===== config.mk =====
export PLATFORM = sky130hd
export DESIGN_NAME = bcd_serial_addsub_ctrl
export DESIGN_NICKNAME = d
export VERILOG_FILES = /design/src/rtl/bcd_serial_addsub_ctrl.sv
export SDC_FILE = /design/constraint.sdc
export NUM_CORES = 1
export LEC_CHECK = 0
export CORE_MARGIN = 2
export CORE_UTILIZATION = 54
export DETAILED_ROUTE_END_ITERATION = 6
export PLACE_DENSITY_LB_ADDON = 0.3
export SLEW_MARGIN = 20
export SYNTH_ARGS = -nofsm -noshare
export SYNTH_HDL_FRONTEND = slang
export SYNTH_SLANG_ARGS = --single-unit

===== constraint.sdc =====
create_clock -name clk -period 9.25 [get_ports clk]
set_clock_uncertainty 0.1 [all_clocks]
set_input_delay 1.85 -clock clk [delete_from_list [all_inputs] [get_ports clk]]
set_output_delay 1.85 -clock clk [all_outputs]
set_load 0.02 [all_outputs]

===== src/rtl/bcd_serial_addsub_ctrl.sv =====
// bcd_serial_addsub_ctrl: digit-serial packed-BCD add/subtract sequencer.
// One 4-bit BCD add/subtract slice is reused once per clock, from digit 0
// upward, with the inter-digit carry held in a register. Subtraction uses
// nine's complement of b with an initial carry of 1, which gives ten's
// complement. The final carry is 1 when there is no borrow.
// Optional build macro: BCD_INVALID_CHK_EN. When it is defined, a start
// with any non-BCD nibble in a or b completes at once with err=1.
module bcd_serial_addsub_ctrl #(
  parameter int DIGITS = 4
) (
  input  logic                clk,
  input  logic                rst_n,
  input  logic                start,
  input  logic                mode,
  input  logic [4*DIGITS-1:0] a,
  input  logic [4*DIGITS-1:0] b,
  output logic                busy,
  output logic                done,
  output logic [4*DIGITS-1:0] result,
  output logic                carry,
  output logic                err
);

  localparam int W     = 4 * DIGITS;
  localparam int IDX_W = (DIGITS > 1) ? $clog2(DIGITS) : 1;
  localparam logic [IDX_W-1:0] LAST = IDX_W'(DIGITS - 1);

  typedef enum logic [1:0] {IDLE, RUN, FIN} state_t;

  state_t           state_q;
  logic [IDX_W-1:0] idx_q;
  logic             c_q;
  logic [W-1:0]     a_q, b_q;
  logic             mode_q;
  logic [W-1:0]     result_q;
  logic             busy_q, done_q, carry_q, err_q;

  logic [3:0]       digit_d;
  logic             c_d;
  logic             accept;
  logic             bad_in;

  // One BCD digit slice. It returns {carry_out, digit}.
  function automatic logic [4:0] bcd_slice(input logic [3:0] ad,
                                           input logic [3:0] bd,
                                           input logic       sub,
                                           input logic       cin);
    logic [3:0] bi;
    logic [4:0] s;
    logic [4:0] t;
    bi = sub ? (4'd9 - bd) : bd;
    s  = {1'b0, ad} + {1'b0, bi} + {4'b0000, cin};
    t  = s - 5'd10;
    if (s > 5'd9) return {1'b1, t[3:0]};
    else          return {1'b0, s[3:0]};
  endfunction

`ifdef BCD_INVALID_CHK_EN
  // Returns 1 when any nibble of v is greater than 9.
  function automatic logic has_non_bcd(input logic [W-1:0] v);
    logic bad;
    bad = 1'b0;
    for (int i = 0; i < DIGITS; i++) begin
      if (v[4*i +: 4] > 4'd9) bad = 1'b1;
    end
    return bad;
  endfunction
`endif

  // Current digit through the shared slice, and invalid-operand detection.
  always_comb begin
    {c_d, digit_d} = bcd_slice(a_q[4*idx_q +: 4], b_q[4*idx_q +: 4], mode_q, c_q);
    accept = start && (state_q != RUN);
`ifdef BCD_INVALID_CHK_EN
    bad_in = has_non_bcd(a) || has_non_bcd(b);
`else
    bad_in = 1'b0;
`endif
  end

  // Operand latches. These are data only, so they have no reset.
  always_ff @(posedge clk) begin
    if (accept) begin
      a_q    <= a;
      b_q    <= b;
      mode_q <= mode;
    end
  end

  // Sequencer FSM with registered outputs and the digit-by-digit result.
  always_ff @(posedge clk) begin
    if (!rst_n) begin
      state_q  <= IDLE;
      idx_q    <= '0;
      c_q      <= 1'b0;
      result_q <= '0;
      busy_q   <= 1'b0;
      done_q   <= 1'b0;
      carry_q  <= 1'b0;
      err_q    <= 1'b0;
    end else begin
      done_q <= 1'b0;
      case (state_q)
        IDLE, FIN: begin
          if (start) begin
            idx_q   <= '0;
            c_q     <= mode;
            carry_q <= 1'b0;
            err_q   <= 1'b0;
            if (bad_in) begin
              // Non-BCD operands skip RUN and complete at once with an error.
              state_q  <= FIN;
              done_q   <= 1'b1;
              err_q    <= 1'b1;
              result_q <= '0;
            end else begin
              state_q <= RUN;
              busy_q  <= 1'b1;
            end
          end else begin
            state_q <= IDLE;
          end
        end
        RUN: begin
          result_q[4*idx_q +: 4] <= digit_d;
          c_q   <= c_d;
          idx_q <= idx_q + 1'b1;
          if (idx_q == LAST) begin
            state_q <= FIN;
            busy_q  <= 1'b0;
            done_q  <= 1'b1;
            carry_q <= c_d;
          end
        end
        default: state_q <= IDLE;
      endcase
    end
  end

  assign busy   = busy_q;
  assign done   = done_q;
  assign result = result_q;
  assign carry  = carry_q;
  assign err    = err_q;

endmodule


==> results.json <==
{
  "status": "finished clean",
  "finalWeightedCongestion": 0.846,
  "core_um2": 4410,
  "worst_slew_pin_slew_ns": 0.961,
  "p_leak_nw": 1.19,
  "setup_total_negative_slack_ns": 0,
  "drive_gt1_share_pct": 10.8,
  "p_total_uw": 663,
  "setup_viol": 0,
  "syn2layout_area_growth_pct": 31.1,
  "die_w_um": 72.1,
  "rsz0062_at_grt": "false",
  "ys.flop_type": "edfxtp_1",
  "hold_violations": 0,
  "required_ns": 9.38,
  "grt_use_total_pct": 21.7,
  "viasPerCell": 5.65,
  "grt_pass1_vias": 1841,
  "worstPathArrival_ns": 3.97,
  "post-route-period-util_pct": 41.6,
  "drtIter0Drc": 141,
  "ys_seq_area_share_pct": 58.8,
  "insertion_delay_ns": 0.33,
  "slew_viol_final": 0,
  "hold_ws_ns": 0.364,
  "powerDensity_nw_per_um2": 202,
  "place_area_um2": 3080,
  "grt_pass1_wl_mm": 8.37,
  "antenna_found_initial": 0,
  "cp_max_fo": 15,
  "cts_tree": "yes",
  "overflow": 0,
  "design_area_um2": 3280,
  "regArea_um2": 1470,
  "cts.sinks": 57,
  "synth_top_cell_area_share_pct": 39.6,
  "synth_top_area_cell": "edfxtp_1",
  "io_pins": 56,
  "cts_setup_buffers": 0,
  "p_clk_share_pct": 34.6,
  "clk_pin_slew_ns": 0.07,
  "drtPass1Iterations": 4,
  "post_cts_resize_count": 0,
  "dieArea_um2": 5200,
  "cts.path.max_buffers": 2,
  "ys_warn_count": 0,
  "nFillCells": 294,
  "p_sw_uw": 177,
  "slew-limit-headroom_pct": 35.8,
  "htreeDepth": 3,
  "seqPwrFrac_pct": 44.0,
  "ys_seq_elements": 57,
  "nets": 295,
  "synth.distinct_cells": 40,
  "wl_mm": 4.80,
  "pre_cts_ws_ns": 5.41,
  "syn_area_um2": 2500,
  "combPwrFrac_pct": 21.4,
  "diodes": 0,
  "cts-root-buf": "clkbuf_8",
  "setup.worst_path.end_class": "flop",
  "io_buffers": 54,
  "numCtsBuffers": 9,
  "peakVddDrop_mv": 0.140,
  "netlist_top_cells_area": "edfxtp_1 (40%), dfxtp_1 (19%), mux4_2 (7.2%)",
  "critical_path_class": "flop to flop",
  "power.internal_uw": 486,
  "std_cell_rows": 24,
  "max_freq_mhz": 260,
  "switching_share_pct": 26.7,
  "avgSynthCellArea_um2": 13.3,
  "fin_ws_ns": 5.40,
  "start_util_pct": 56.7,
  "async_flop_share_pct": 0,
  "synth_edf_count": 33,
  "holdBufCountCts": 0,
  "wl_per_cell_um": 15.8,
  "finalCriticalPeriod_ns": 3.85,
  "fp.dieH_um": 72.1,
  "hold_class": "flop to flop",
  "critPathLaunchType": "flop",
  "synth_nets": 237,
  "multi_input_area_um2": 970,
  "vias": 1712,
  "drtAntennaViolNets": 0,
  "syn_inst": 188,
  "drv_cap": 0,
  "post-route-drc-count": 0,
  "dp_hpwl_mm": 3.29,
  "grt_max_degree": 34
}
metrics by stage:
step | util [%] | cells
global placement | 69.9 | 287
CTS | 74.3 | 303
floorplan | - | 188
finish | 74.3 | 303
detailed placement | 69.9 | 287
global route | 74.3 | 303
power by group through the flow:
stage / Clock (mW) / Sequential, mW / Combinational [mW]
5_1_grt: 0.246 / 0.293 / 0.157
4_1_cts: 0.232 / 0.292 / 0.142
2_1_floorplan: 0 / 0.297 / 0.0953
6_report: 0.229 / 0.291 / 0.142
3_3_place_gp: 0 / 0.296 / 0.137
3_5_place_dp: 0 / 0.297 / 0.139
state kept, by name (all words and copies together), names as in the netlist:
signal,flops
a_q,16
b_q,16
result,16
idx_q,2
state_q,2
busy,1
c_q,1
carry,1
done,1
mode_q,1
Yosys cell counts (2+ instances only):
library cell  number
and2_1             2
ha_1              11
nor2_1             5
nand4_1            2
o21ai_0            7
a32o_1             8
fa_1               2
a22oi_1            2
dfxtp_1           24
a21oi_1            5
nand3b_1           2
edfxtp_1          33
nor2b_1            9
clkbuf_1           6
mux2i_1            2
inv_1              8
nor3_1             3
a21boi_0           2
nor3b_1            3
and3_1             3
xor2_1             3
mux4_2             8
o21a_1             2
nand2_1           12
nand3_1            9
cell families (layout without fill, tap and decap cells):
logic type / Yosys count / after routing / synth area share [%]
DFF: 57 / 57 / 58.8
buffers and inverters: 16 / 79 / 2.60
AOI/OAI and AO/OA: 34 / 34 / 10.6
and+or+nand+nor: 53 / 53 / 11.4
adders and majority gates: 13 / 13 / 7.10
xor gates and xnor gates: 4 / 4 / 1.40
muxes: 10 / 10 / 8.00
other: 1 / 1 / 0.150
cells in the final DEF, fill, tap and decap left out, types with 2 or more instances in the layout:
| master | synthesis | layout |
|---|---|---|
| clkdlybuf4s50_1 | 0 | 54 |
| edfxtp_1 | 33 | 33 |
| dfxtp_1 | 24 | 24 |
| nand2_1 | 12 | 12 |
| ha_1 | 11 | 11 |
| clkbuf_8 | 0 | 11 |
| nand3_1 | 9 | 9 |
| mux4_2 | 8 | 8 |
| inv_1 | 8 | 8 |
| nor2b_1 | 9 | 8 |
| a32o_1 | 8 | 8 |
| o21ai_0 | 7 | 7 |
| a21oi_1 | 5 | 5 |
| nor2_1 | 5 | 5 |
| xor2_1 | 3 | 3 |
| nor3_1 | 3 | 3 |
| nor3b_1 | 3 | 3 |
| and3_1 | 3 | 3 |
| nand3b_1 | 2 | 2 |
| mux2i_1 | 2 | 2 |
| and2_1 | 2 | 2 |
| nand4_1 | 2 | 2 |
| a21boi_0 | 2 | 2 |
| a22oi_1 | 2 | 2 |
| o21a_1 | 2 | 2 |
| fa_1 | 2 | 2 |
| clkbuf_1 | 6 | 2 |
critical path, cell delays in order, from the launching register on:
cell and delay, ns:
dfxtp_1 0.86, mux4_2 0.60, xor2_1 0.17, fa_1 0.41, fa_1 0.43, a21o_1 0.22, a31o_1 0.21, a2111oi_2 0.39
a21oi_2 0.11, a32o_1 0.23
final timing paths:
path	from	endpoint	slack, ns	cells after the start
hold / removal	result[8]	result[8]	0.36	2
setup reg to reg	idx_q[0]	result[5]	5.40	9
hold reg to reg	result[8]	result[8]	0.36	2
setup / recovery	idx_q[0]	result[5]	5.40	9
routing by layer:
layer,routed length (um),track usage (%),vias up,share of wire (%)
li1,-,-,824,-
met1,1930,25.5,810,40
met2,2490,35.9,67,52
met3,301,7.92,11,6.3
met4,84,9.64,0,1.7
met5,0,0,-,0
final cells by class:
| type | count | share of cell area [%] |
|---|---|---|
| well taps | 52 | 1.98 |
| repair buffers | 55 | 16.7 |
| clock inverters | 3 | 1.18 |
| inverters | 8 | 0.915 |
| clock buffers | 13 | 4.84 |
| multi-input cells | 115 | 29.5 |
| flip-flops and latches | 57 | 44.8 |
Power figures use the tool's default switching activity.
